===== src/rtl/trng_pkg.sv =====
// Shared types and constants for the TRNG health-test and byte-packing block.
package trng_pkg;

  typedef enum logic [1:0] {
    IDLE    = 2'd0,
    STARTUP = 2'd1,
    RUN     = 2'd2,
    FAIL    = 2'd3
  } trng_state_e;

  localparam logic [1:0] FAIL_NONE = 2'b00;
  localparam logic [1:0] FAIL_RCT  = 2'b01;
  localparam logic [1:0] FAIL_APT  = 2'b10;
  localparam logic [1:0] FAIL_BOTH = 2'b11;

  localparam int DEF_STARTUP_BITS = 1024;
  localparam int DEF_RCT_CUTOFF   = 32;
  localparam int DEF_APT_WINDOW   = 512;
  localparam int DEF_APT_CUTOFF   = 410;

  // Map the two per-bit test verdicts onto the reported failure cause.
  function automatic logic [1:0] encode_fail(input logic rct, input logic apt);
    logic [1:0] code;
    case ({apt, rct})
      2'b01:   code = FAIL_RCT;
      2'b10:   code = FAIL_APT;
      2'b11:   code = FAIL_BOTH;
      default: code = FAIL_NONE;
    endcase
    return code;
  endfunction

endpackage


===== src/rtl/trng_byte_packer.sv =====
// Packs accepted random bits LSB-first into bytes and presents them on a
// valid/ready port; a completed byte that cannot be stored sets a sticky flag.
module trng_byte_packer
  import trng_pkg::*;
(
  input  logic       clk,
  input  logic       rst_n,
  input  logic       shift_en,
  input  logic       bit_in,
  input  logic       flush,
  input  logic       clear_ovf,
  input  logic       byte_ready,
  output logic [7:0] byte_out,
  output logic       byte_valid,
  output logic       overflow
);

  logic [7:0] shift_r;
  logic [2:0] bit_cnt_r;
  logic [7:0] byte_r;
  logic       valid_r;
  logic       ovf_r;

  logic [7:0] full_s;
  logic       complete_s;
  logic       accept_s;
  logic       load_s;

  // Assemble the byte including the current bit and decide whether it can be stored.
  always_comb begin
    full_s            = shift_r;
    full_s[bit_cnt_r] = bit_in;
    complete_s        = shift_en && (bit_cnt_r == 3'd7);
    accept_s          = valid_r && byte_ready;
    load_s            = complete_s && (!valid_r || byte_ready);
  end

  // Partial-byte shift register and bit position; discarded whenever packing is inactive.
  always_ff @(posedge clk or posedge rst_n) begin
    if (rst_n) begin
      shift_r   <= 8'h00;
      bit_cnt_r <= 3'd0;
    end else if (flush) begin
      shift_r   <= 8'h00;
      bit_cnt_r <= 3'd0;
    end else if (complete_s) begin
      shift_r   <= 8'h00;
      bit_cnt_r <= 3'd0;
    end else if (shift_en) begin
      shift_r   <= full_s;
      bit_cnt_r <= bit_cnt_r + 3'd1;
    end else begin
      shift_r   <= shift_r;
      bit_cnt_r <= bit_cnt_r;
    end
  end

  // Output holding register: a new byte may replace one that is accepted this cycle.
  always_ff @(posedge clk or posedge rst_n) begin
    if (rst_n) begin
      byte_r  <= 8'h00;
      valid_r <= 1'b0;
    end else if (load_s) begin
      byte_r  <= full_s;
      valid_r <= 1'b1;
    end else if (accept_s) begin
      byte_r  <= byte_r;
      valid_r <= 1'b0;
    end else begin
      byte_r  <= byte_r;
      valid_r <= valid_r;
    end
  end

  // Sticky drop flag; a new drop outranks a simultaneous clear.
  always_ff @(posedge clk or posedge rst_n) begin
    if (rst_n) begin
      ovf_r <= 1'b0;
    end else if (complete_s && !load_s) begin
      ovf_r <= 1'b1;
    end else if (clear_ovf) begin
      ovf_r <= 1'b0;
    end else begin
      ovf_r <= ovf_r;
    end
  end

  assign byte_out   = byte_r;
  assign byte_valid = valid_r;
  assign overflow   = ovf_r;

endmodule


===== src/rtl/trng_health_packer.sv =====
// Continuous repetition-count and adaptive-proportion health tests on the
// random bit stream, with startup qualification and a sticky failure state.
module trng_health_packer
  import trng_pkg::*;
#(
  parameter int STARTUP_BITS = DEF_STARTUP_BITS,
  parameter int RCT_CUTOFF   = DEF_RCT_CUTOFF,
  parameter int APT_WINDOW   = DEF_APT_WINDOW,
  parameter int APT_CUTOFF   = DEF_APT_CUTOFF
) (
  input  logic       clk,
  input  logic       rst_n,
  input  logic       enable,
  input  logic       bit_in,
  input  logic       bit_valid,
  input  logic       clear_fail,
  output logic [7:0] byte_out,
  output logic       byte_valid,
  input  logic       byte_ready,
  output logic       health_fail,
  output logic [1:0] fail_code,
  output logic       overflow,
  output logic [1:0] state_o
);

  localparam int RW  = $clog2(RCT_CUTOFF + 1);
  localparam int AMW = $clog2(APT_CUTOFF + 1);
  localparam int AWW = $clog2(APT_WINDOW + 1);
  localparam int SW  = $clog2(STARTUP_BITS + 1);

  trng_state_e    state_r, state_n;
  logic [1:0]     fail_code_r, fail_code_n;
  logic           health_fail_r;

  logic [RW-1:0]  run_cnt_r, run_cnt_c;
  logic           prev_bit_r;
  logic           ref_bit_r, ref_bit_c;
  logic [AMW-1:0] match_cnt_r, match_cnt_c;
  logic [AWW-1:0] win_cnt_r, win_cnt_c;
  logic [SW-1:0]  startup_cnt_r;

  logic active_s, testing_s, new_win_s;
  logic rct_fail_s, apt_fail_s, any_fail_s, startup_done_s, keep_s, shift_en_s;

  // Evaluate both health tests on the incoming bit and derive the next counter values.
  always_comb begin
    active_s  = (state_r == STARTUP) || (state_r == RUN);
    testing_s = active_s && bit_valid;
    run_cnt_c = RW'(1);
    if ((run_cnt_r != '0) && (bit_in == prev_bit_r)) begin
      run_cnt_c = run_cnt_r + RW'(1);
    end else begin
      run_cnt_c = RW'(1);
    end
    new_win_s   = (win_cnt_r == '0) || (win_cnt_r == AWW'(APT_WINDOW));
    ref_bit_c   = ref_bit_r;
    match_cnt_c = match_cnt_r;
    win_cnt_c   = win_cnt_r;
    if (new_win_s) begin
      ref_bit_c   = bit_in;
      match_cnt_c = AMW'(1);
      win_cnt_c   = AWW'(1);
    end else if (bit_in == ref_bit_r) begin
      match_cnt_c = match_cnt_r + AMW'(1);
      win_cnt_c   = win_cnt_r + AWW'(1);
    end else begin
      win_cnt_c   = win_cnt_r + AWW'(1);
    end
    rct_fail_s     = testing_s && (run_cnt_c == RW'(RCT_CUTOFF));
    apt_fail_s     = testing_s && (match_cnt_c == AMW'(APT_CUTOFF));
    any_fail_s     = rct_fail_s || apt_fail_s;
    startup_done_s = testing_s && !any_fail_s && (startup_cnt_r == SW'(STARTUP_BITS - 1));
  end

  // Next-state and failure-cause logic; a failure outranks enable dropping.
  always_comb begin
    state_n     = state_r;
    fail_code_n = fail_code_r;
    case (state_r)
      IDLE: begin
        if (enable) state_n = STARTUP;
        else        state_n = IDLE;
      end
      STARTUP: begin
        if (any_fail_s) begin
          state_n     = FAIL;
          fail_code_n = encode_fail(rct_fail_s, apt_fail_s);
        end else if (!enable)      state_n = IDLE;
        else if (startup_done_s)   state_n = RUN;
        else                       state_n = STARTUP;
      end
      RUN: begin
        if (any_fail_s) begin
          state_n     = FAIL;
          fail_code_n = encode_fail(rct_fail_s, apt_fail_s);
        end else if (!enable) state_n = IDLE;
        else                  state_n = RUN;
      end
      FAIL: begin
        if (clear_fail) begin
          state_n     = IDLE;
          fail_code_n = FAIL_NONE;
        end else begin
          state_n     = FAIL;
        end
      end
      default: begin
        state_n     = IDLE;
        fail_code_n = FAIL_NONE;
      end
    endcase
  end

  // State register and the registered status outputs derived from the next state.
  always_ff @(posedge clk or posedge rst_n) begin
    if (rst_n) begin
      state_r       <= IDLE;
      fail_code_r   <= FAIL_NONE;
      health_fail_r <= 1'b0;
    end else begin
      state_r       <= state_n;
      fail_code_r   <= fail_code_n;
      health_fail_r <= (state_n == FAIL);
    end
  end

  assign keep_s = active_s && (state_n != IDLE);

  // Test counters: cleared outside STARTUP/RUN and when leaving to IDLE.
  always_ff @(posedge clk or posedge rst_n) begin
    if (rst_n) begin
      run_cnt_r     <= '0;
      prev_bit_r    <= 1'b0;
      ref_bit_r     <= 1'b0;
      match_cnt_r   <= '0;
      win_cnt_r     <= '0;
      startup_cnt_r <= '0;
    end else if (!keep_s) begin
      run_cnt_r     <= '0;
      prev_bit_r    <= 1'b0;
      ref_bit_r     <= 1'b0;
      match_cnt_r   <= '0;
      win_cnt_r     <= '0;
      startup_cnt_r <= '0;
    end else if (testing_s) begin
      run_cnt_r     <= run_cnt_c;
      prev_bit_r    <= bit_in;
      ref_bit_r     <= ref_bit_c;
      match_cnt_r   <= match_cnt_c;
      win_cnt_r     <= win_cnt_c;
      startup_cnt_r <= (state_r == STARTUP) ? (startup_cnt_r + SW'(1)) : startup_cnt_r;
    end else begin
      run_cnt_r     <= run_cnt_r;
      prev_bit_r    <= prev_bit_r;
      ref_bit_r     <= ref_bit_r;
      match_cnt_r   <= match_cnt_r;
      win_cnt_r     <= win_cnt_r;
      startup_cnt_r <= startup_cnt_r;
    end
  end

  // Only bits that pass in RUN with enable still high are packed.
  assign shift_en_s = (state_r == RUN) && bit_valid && enable && !any_fail_s;

  trng_byte_packer u_packer (
    .clk        (clk),
    .rst_n      (rst_n),
    .shift_en   (shift_en_s),
    .bit_in     (bit_in),
    .flush      (state_r != RUN),
    .clear_ovf  (clear_fail),
    .byte_ready (byte_ready),
    .byte_out   (byte_out),
    .byte_valid (byte_valid),
    .overflow   (overflow)
  );

  assign state_o     = state_r;
  assign fail_code   = fail_code_r;
  assign health_fail = health_fail_r;

endmodule


===== config.mk =====
export PLATFORM = sky130hd
export DESIGN_NAME = trng_health_packer
export DESIGN_NICKNAME = d
export VERILOG_FILES = /design/src/rtl/trng_pkg.sv /design/src/rtl/trng_byte_packer.sv /design/src/rtl/trng_health_packer.sv
export SDC_FILE = /design/constraint.sdc
export NUM_CORES = 1
export LEC_CHECK = 0
export ABC_AREA = 1
export CORE_MARGIN = 5
export CORE_UTILIZATION = 60
export CTS_CLUSTER_SIZE = 30
export DETAILED_ROUTE_END_ITERATION = 7
export PLACE_DENSITY = 0.8
export SLEW_MARGIN = 25
export SYNTH_ARGS = -nofsm -noshare
export SYNTH_HDL_FRONTEND = slang
export SYNTH_SLANG_ARGS = --single-unit

===== constraint.sdc =====
create_clock -name clk -period 5.57 [get_ports clk]
set_input_delay 1.114 -clock clk [delete_from_list [all_inputs] [get_ports clk]]
set_output_delay 1.114 -clock clk [all_outputs]
set_load 0.02 [all_outputs]

==> impl_metrics.csv, run 1 <==
group,metric,value,unit
setup_path,crit_chain,"clkdlybuf4s50_1, nand2_1, clkinv_1, nand3_1, nor2_1, nand2_1, nor2_1, nand3_2, nand3b_1, nand3_1, nand2_1, nand2_2, nand2_4, nand2_4, nor2_8, nand2_1, nand2_1",
cts,clkLatencyLatePin,0.33,ns
setup_path,crit_buf_inv,2,
setup_path,crit_required,5.84,ns
cts,ctsHoldBuffers,0,
hold_path,hp-class,"flop to flop",
cells_and_area,antennaDiodeCount,0,
setup_path,endpoint_kind,"flop",
setup_path,r2r_cells,18,
timing,hold-worst-slack,0.482,ns
setup_path,max_stage_delay,0.91,ns
floorplanning,die_area,7770,sq um
timing,worst-slew-pin-transition,0.788,ns
cts,cts-root-buf,"clkbuf_8",
yosys,yosysMostFrequentCell,"nand2_1",
cells_and_area,drive_gt1_share,7.42,%
timing,setup_viol,0,
power_and_ir_drop,ir_drop,0.265,mV
timing,grt_setup_unrepaired,"no",
timing,finalCritPeriodShare,71.1,%
grt,grt_pass1_wl,13400,um
setup_path,crit_top_cell,"nand2_1",
run,maxCapViolCount,0,
floorplanning,start_util,61.9,%
cts,cts_setup_buffers,0,
yosys,async_flop_share,100,%
timing,hold_viol_final,0,
cts,cts.sinks,63,
setup_path,crit_cells,17,
yosys,synthTopCellsByCount,"nand2_1 (131), inv_1 (68), dfrtp_1 (63)",
setup_path,crit_type,"primary input to flop",
yosys,netlist_area,3670,sq um
grt,first_global_vias,3082,
hold_path,hold_end,"u_packer.byte_out[1]",
cts,cts_tree,"built",
hold_path,holdCritStartpoint,"u_packer.byte_out[1]",
cts,clk_pin_slew_worst_paths,0.08,ns
setup_path,worstPathArrival,4.23,ns
yosys,yosys.area.top_type_share,43.0,%
floorplanning,dieWidth,88.2,um
setup_path,reg2reg_to,"match_cnt_r[0]",
cells_and_area,nets,526,
setup_path,r2r-start,"state_o[0]",
yosys,synth_cell_type_count,36,
grt,antenna_found_initial,0,
cts,cts.path.max_buffers,2,
timing,slew_headroom,47.4,%
floorplanning,rows,28,
timing,fin_worst_skew,0.00764,ns
yosys,synth_edf_count,0,
drt,avgRoutedWirePerCell,12.7,um
yosys,synth_top_area_cell,"dfrtp_1",
yosys,synth-seq-cells,63,
setup_path,startpoint_type,"primary input",
drt,firstDrtPassIters,4,
place,post-dp-hpwl,5390,um
drt,drcViolationCount,0,
cts,htreeDepth,3,
setup_path,crit_family,"simple AND/OR/NAND/NOR gates",
grt,overflow,0,
hold_path,whs_path_depth,2,
status,outcome,"complete, no violations",
yosys,synth_ff_type,"dfrtp_1",
drt,finalWirelength,7470,um
grt,grtUsageTotal,21.8,%
power_and_ir_drop,powerDensity,277,nW/um^2
cts,ctsResizeCount,0,
yosys,syn_inst,484,
setup_path,cp_max_fo,21,
setup_path,r2r_slack,2.24,ns
floorplanning,die_y,88.2,um
drt,ant_nets,0,
timing,slew_violations,0,
power_and_ir_drop,p_leak,0.00199,uW
cells_and_area,areaGrowthSynthToFinish,11.8,%
place,place.gp.congestion,0.912,
floorplanning,ioPinCount,22,
floorplanning,coreArea,5920,sq um
yosys,syn_area_per_cell,7.57,sq um
timing,finalCriticalPeriod,3.96,ns
grt,grt_max_degree,64,
timing,fmax,0.252,GHz
timing,setup-tns-final,0,ns
yosys,netlist_top_cells_area,"dfrtp_1 (43%), nand2_1 (13%), inv_1 (7.0%), nand3_1 (5.9%), nor2_1 (4.7%)",
cts,cts_buffers,9,
drt,drt_iter0_drc,203,
yosys,yosysSeqAreaShare,43.0,%
place,io_buffers,21,
yosys,syn_nets,503,
drt,viasPerCell,5.29,
yosys,ys_warn_count,0,
setup_path,cp_slowest_cell,"clkdlybuf4s50_1",
drt,vias,3107,
-- per-stage QoR --
stage / instance area [sq um] / std cells / utilization [%] / total power [uW] / worst slack (ns)
after CTS: 4100 / 587 / 69.2 / 1150 / 1.61
after floorplan: 3670 / 484 / - / 708 / 2.70
after detailed placement: 3900 / 571 / 65.9 / 754 / 1.32
final: 4100 / 587 / 69.2 / 1140 / 1.61
after global routing: 4100 / 587 / 69.2 / 1200 / 1.33
after global placement: 3900 / 571 / 65.9 / 747 / 1.36
-- worst max-delay path by stage --
stage | startpoint | endpoint | slack [ns]
floorplan | bit_in | win_cnt_r[5] | 2.70
global placement | bit_valid | match_cnt_r[0] | 1.36
CTS | bit_valid | match_cnt_r[0] | 1.61
global route | bit_valid | win_cnt_r[2] | 1.33
finish | bit_valid | match_cnt_r[0] | 1.61
detailed placement | bit_valid | match_cnt_r[0] | 1.32
-- flip-flops by register name, summed over array words and instances (netlist names) --
| register | cells |
|---|---|
| state_o | 2 |
| fail_code | 2 |
| ref_bit_r | 1 |
| win_cnt_r | 9 |
| startup_cnt_r | 11 |
| u_packer.bit_cnt_r | 3 |
| u_packer.byte_out | 8 |
| health_fail | 1 |
| match_cnt_r | 9 |
| run_cnt_r | 6 |
| u_packer.overflow | 1 |
| u_packer.shift_r | 8 |
| u_packer.byte_valid | 1 |
| prev_bit_r | 1 |
-- layer usage --
layer	vias to the layer above	wire [um]	part of all wire, %	global-route usage, %
met3	14	333	4.5	3.76
met1	1434	3310	44	27.2
met4	0	137	1.8	10.3
met5	-	0	0	0
li1	1590	-	-	-
met2	69	3690	49	36.6
-- report_power, final --
group	internal, uW	switching, uW	total, uW
logic	66.7	190	257
clock network	207	182	389
registers	473	17.6	490
total	747	390	1140
-- final cells by class --
cell class | instances | area [sq um]
fill | 491 | 1820
multi-input combinational | 340 | 1750
sequential | 63 | 1580
inverter | 71 | 267
timing repair buffer | 22 | 218
clock buffer | 9 | 124
tap | 75 | 93.8
clock inverter | 7 | 72.6
-- tightest hold or removal path, cell delays in order, from the launching register on --
cell	delay, ns
dfrtp_1	0.35
nand2_1	0.05
nand2_1	0.05
-- cell families after synthesis --
group	count (synthesis)	share of synthesized area (%)
AOI/OAI and AO/OA	54	8.26
DFF	63	43.0
buffers and inverters	81	9.32
adders and majority gates	12	4.10
and+or+nand+nor	258	31.5
xor gates and xnor gates	16	3.82
-- placed cells by master (no fill, tap or decap), types with 5 or more instances in the layout --
cell	n
nand2_2	5
nor3_1	7
o21ai_0	18
inv_1	67
ha_1	12
nand3_1	43
nor2_1	46
nand4_1	11
xor2_1	13
nand2_1	131
clkbuf_8	9
dfrtp_1	63
o22ai_1	7
clkdlybuf4s50_1	21
o21ai_1	11
a21oi_1	9
No activity file was read; power rests on OpenSTA's default activity.
==> run 2, diff against run 1 <==
--- a/config.mk
+++ b/config.mk
@@ -7,10 +7,10 @@
 export LEC_CHECK = 0
 export ABC_AREA = 1
 export CORE_MARGIN = 5
-export CORE_UTILIZATION = 60
+export CORE_UTILIZATION = 54
 export CTS_CLUSTER_SIZE = 30
 export DETAILED_ROUTE_END_ITERATION = 7
-export PLACE_DENSITY = 0.8
+export PLACE_DENSITY = 0.76
 export SLEW_MARGIN = 25
 export SYNTH_ARGS = -nofsm -noshare
 export SYNTH_HDL_FRONTEND = slang
==> constraint.sdc (replaced) <==
create_clock -name clk -period 3.2 [get_ports clk]
set_input_delay 0.64 -clock clk [delete_from_list [all_inputs] [get_ports clk]]
set_output_delay 0.64 -clock clk [all_outputs]
set_load 0.02 [all_outputs]
==> impl_metrics.csv, run 2 (synthesized netlist as in run 1, its figures left out) <==
group,metric,value,unit
grt,antenna_found_initial,0,
drt,drcViolationCount,0,
place,place.gp.congestion,0.877,
power_and_ir_drop,p_int,1550,uW
timing,slew_violations,0,
cells_and_area,final_cell_mix,"nand2_1 (131), inv_1 (67), dfrtp_1 (63), nor2_1 (46), nand3_1 (43)",
timing,grt_setup_unrepaired,"no",
hold_path,hp-class,"flop to flop",
floorplanning,dieWidth,92.4,um
place,dp_cells,584,
setup_path,crit_type,"primary input to flop",
cells_and_area,antennaDiodeCount,0,
drt,avgRoutedWirePerCell,12.8,um
drt,finalWirelength,7710,um
run,maxCapViolCount,0,
floorplanning,rows,30,
place,io_buffers,21,
setup_path,crit_buf_inv,3,
cells_and_area,nets,536,
setup_path,crit_top_cell,"nand2_1",
grt,grt_max_degree,33,
power_and_ir_drop,ir_drop,0.319,mV
power_and_ir_drop,pwr-share-comb,23.1,%
power_and_ir_drop,clkPwrFrac,39.0,%
place,post-dp-hpwl,5440,um
drt,drt_iter0_drc,188,
cells_and_area,reg.largest.list,"startup_cnt_r (11), match_cnt_r (9), win_cnt_r (9)",
cells_and_area,areaGrowthSynthToFinish,16.4,%
timing,slew_headroom,53.2,%
setup_path,r2r-start,"win_cnt_r[0]",
cts,cts.path.max_buffers,2,
setup_path,worstPathArrival,3.20,ns
timing,hold_viol_final,0,
cts,clk_pin_slew_worst_paths,0.08,ns
cells_and_area,mostFrequentLayoutCell,"nand2_1",
cells_and_area,fin_cells,602,
floorplanning,die_area,8540,sq um
grt,grtUsageTotal,19.6,%
cells_and_area,largest-register,"startup_cnt_r",
cts,cts_buffers,9,
status,outcome,"complete, no violations",
setup_path,endpoint_kind,"flop",
power_and_ir_drop,powerDensity,528,nW/um^2
power_and_ir_drop,p_leak,0.00207,uW
setup_path,startpoint_type,"primary input",
timing,finalCriticalPeriod,2.98,ns
timing,layout_setup_ws,0.225,ns
place,place_ws,-0.0780,ns
grt,first_global_vias,3118,
drt,viasPerCell,5.24,
cts,clkLatencyLatePin,0.34,ns
power_and_ir_drop,sequentialPowerShare,37.9,%
cts,cts.sinks,63,
floorplanning,ioPinCount,22,
cells_and_area,drive_gt1_share,9.20,%
power_and_ir_drop,switching_share,31.2,%
setup_path,max_stage_delay,0.55,ns
cts,htreeDepth,3,
cts,ctsHoldBuffers,0,
drt,top_layer_used,"met4",
setup_path,cp_slowest_cell,"clkdlybuf4s50_1",
power_and_ir_drop,power.total,2250,uW
drt,firstDrtPassIters,4,
cells_and_area,fill_cells,585,
grt,overflow,0,
setup_path,crit_required,3.43,ns
timing,fin_worst_skew,0.0110,ns
drt,vias,3153,
setup_path,crit_family,"simple AND/OR/NAND/NOR gates",
setup_path,cp_max_fo,10,
drt,wl_met2,3830,um
timing,finalCritPeriodShare,93.0,%
cells_and_area,largest_reg_flops,11,
hold_path,holdCritStartpoint,"u_packer.byte_out[1]",
setup_path,startpoint,"bit_in",
timing,worst-slew-pin-transition,0.701,ns
cts,cts_tree,"built",
timing,fmax,0.336,GHz
grt,grt_pass1_wl,13600,um
drt,dr_wl_met3,224,um
floorplanning,coreArea,6680,sq um
drt,ant_nets,0,
floorplanning,die_y,92.4,um
setup_path,crit_chain,"clkdlybuf4s50_1, buf_4, xnor2_1, nand2_1, nor3b_1, nor2_1, nand3_1, nand3_2, a21oi_1, nand2_1, nand2_2, nand2_4, nand2_4, nor2_4, buf_12, nand2_1, nand2_1",
timing,setup_viol,0,
power_and_ir_drop,p_switching,703,uW
cts,cts-root-buf,"clkbuf_8",
floorplanning,start_util,54.9,%
drt,wirelength_met1,3570,um
run 2: cell count changes in the layout (fill, tap and decap cells not counted), sizes merged:
cell | previous run | this run
buf | 1 | 10
clkinvlp | 2 | 0
inv | 71 | 70
nor2 | 50 | 51
clkbuf | 9 | 11
clkinv | 4 | 3
bufinv | 1 | 3
run 2: path summary, 6_finish.rpt:
kind / slack, ns / to / depth (start not counted)
setup reg to reg: 0.41 / match_cnt_r[2] / 17
setup / recovery: 0.22 / match_cnt_r[2] / 17
hold reg to reg: 0.48 / u_packer.byte_out[1] / 2
max in group asynchronous: 1.86 / win_cnt_r[4] / 3
min in group asynchronous: 0.74 / u_packer.byte_out[7] / 2
hold / removal: 0.48 / u_packer.byte_out[1] / 2
run 2: tightest hold or removal path: cells and delay by family (launching register included):
kind / cells / cell delay [ns]
AND/OR/NAND/NOR: 2 / 0.10
flip-flops: 1 / 0.35
run 2: area by class of cell:
| type | instances | area, sq um | share of cell area (%) |
|---|---|---|---|
| Multi-Input combinational cell | 341 | 1760 | 41.2 |
| Sequential cell | 63 | 1580 | 36.9 |
| Timing Repair Buffer | 31 | 310 | 7.27 |
| Inverter | 71 | 267 | 6.24 |
| Clock buffer | 11 | 151 | 3.55 |
| Clock inverter | 5 | 104 | 2.43 |
| Tap cell | 80 | 100 | 2.35 |
run 2: layer usage:
layer	track usage, %	up-vias
li1	-	1614
met1	23.9	1487
met2	34.6	44
met3	3.74	8
met4	6.68	0
met5	0	-
run 2: power by group through the flow:
stage | Sequential [uW] | Combinational (uW) | Clock (uW)
after floorplan | 870 | 363 | 0
after global placement | 868 | 480 | 0
after global routing | 857 | 581 | 935
final | 854 | 521 | 877
after CTS | 853 | 492 | 891
after detailed placement | 868 | 491 | 0
run 2: metrics by stage:
stage	utilization [%]	hold slack [ns]	area, sq um	setup TNS (ns)
floorplan	-	0.461	3670	0
global placement	59.6	0.461	3980	0
detailed placement	59.6	0.467	3980	-1.24
CTS	63.4	0.484	4240	0
global route	63.9	0.512	4270	0
finish	63.9	0.480	4270	0
run 2: what timing repair did:
item	CTS	global route
endpoints found under the setup margin	0	14
resized for setup	0	0
hold endpoints to repair	0	0
buffers inserted	0	1
==> run 3, diff against run 2 <==
--- a/config.mk
+++ b/config.mk
@@ -8,10 +8,9 @@
 export ABC_AREA = 1
 export CORE_MARGIN = 5
 export CORE_UTILIZATION = 54
-export CTS_CLUSTER_SIZE = 30
+export CTS_CLUSTER_SIZE = 20
 export DETAILED_ROUTE_END_ITERATION = 7
 export PLACE_DENSITY = 0.76
-export SLEW_MARGIN = 25
 export SYNTH_ARGS = -nofsm -noshare
 export SYNTH_HDL_FRONTEND = slang
 export SYNTH_SLANG_ARGS = --single-unit
==> results of run 3 <==
The final DEF is identical to that of run 2; final timing and power are the same.
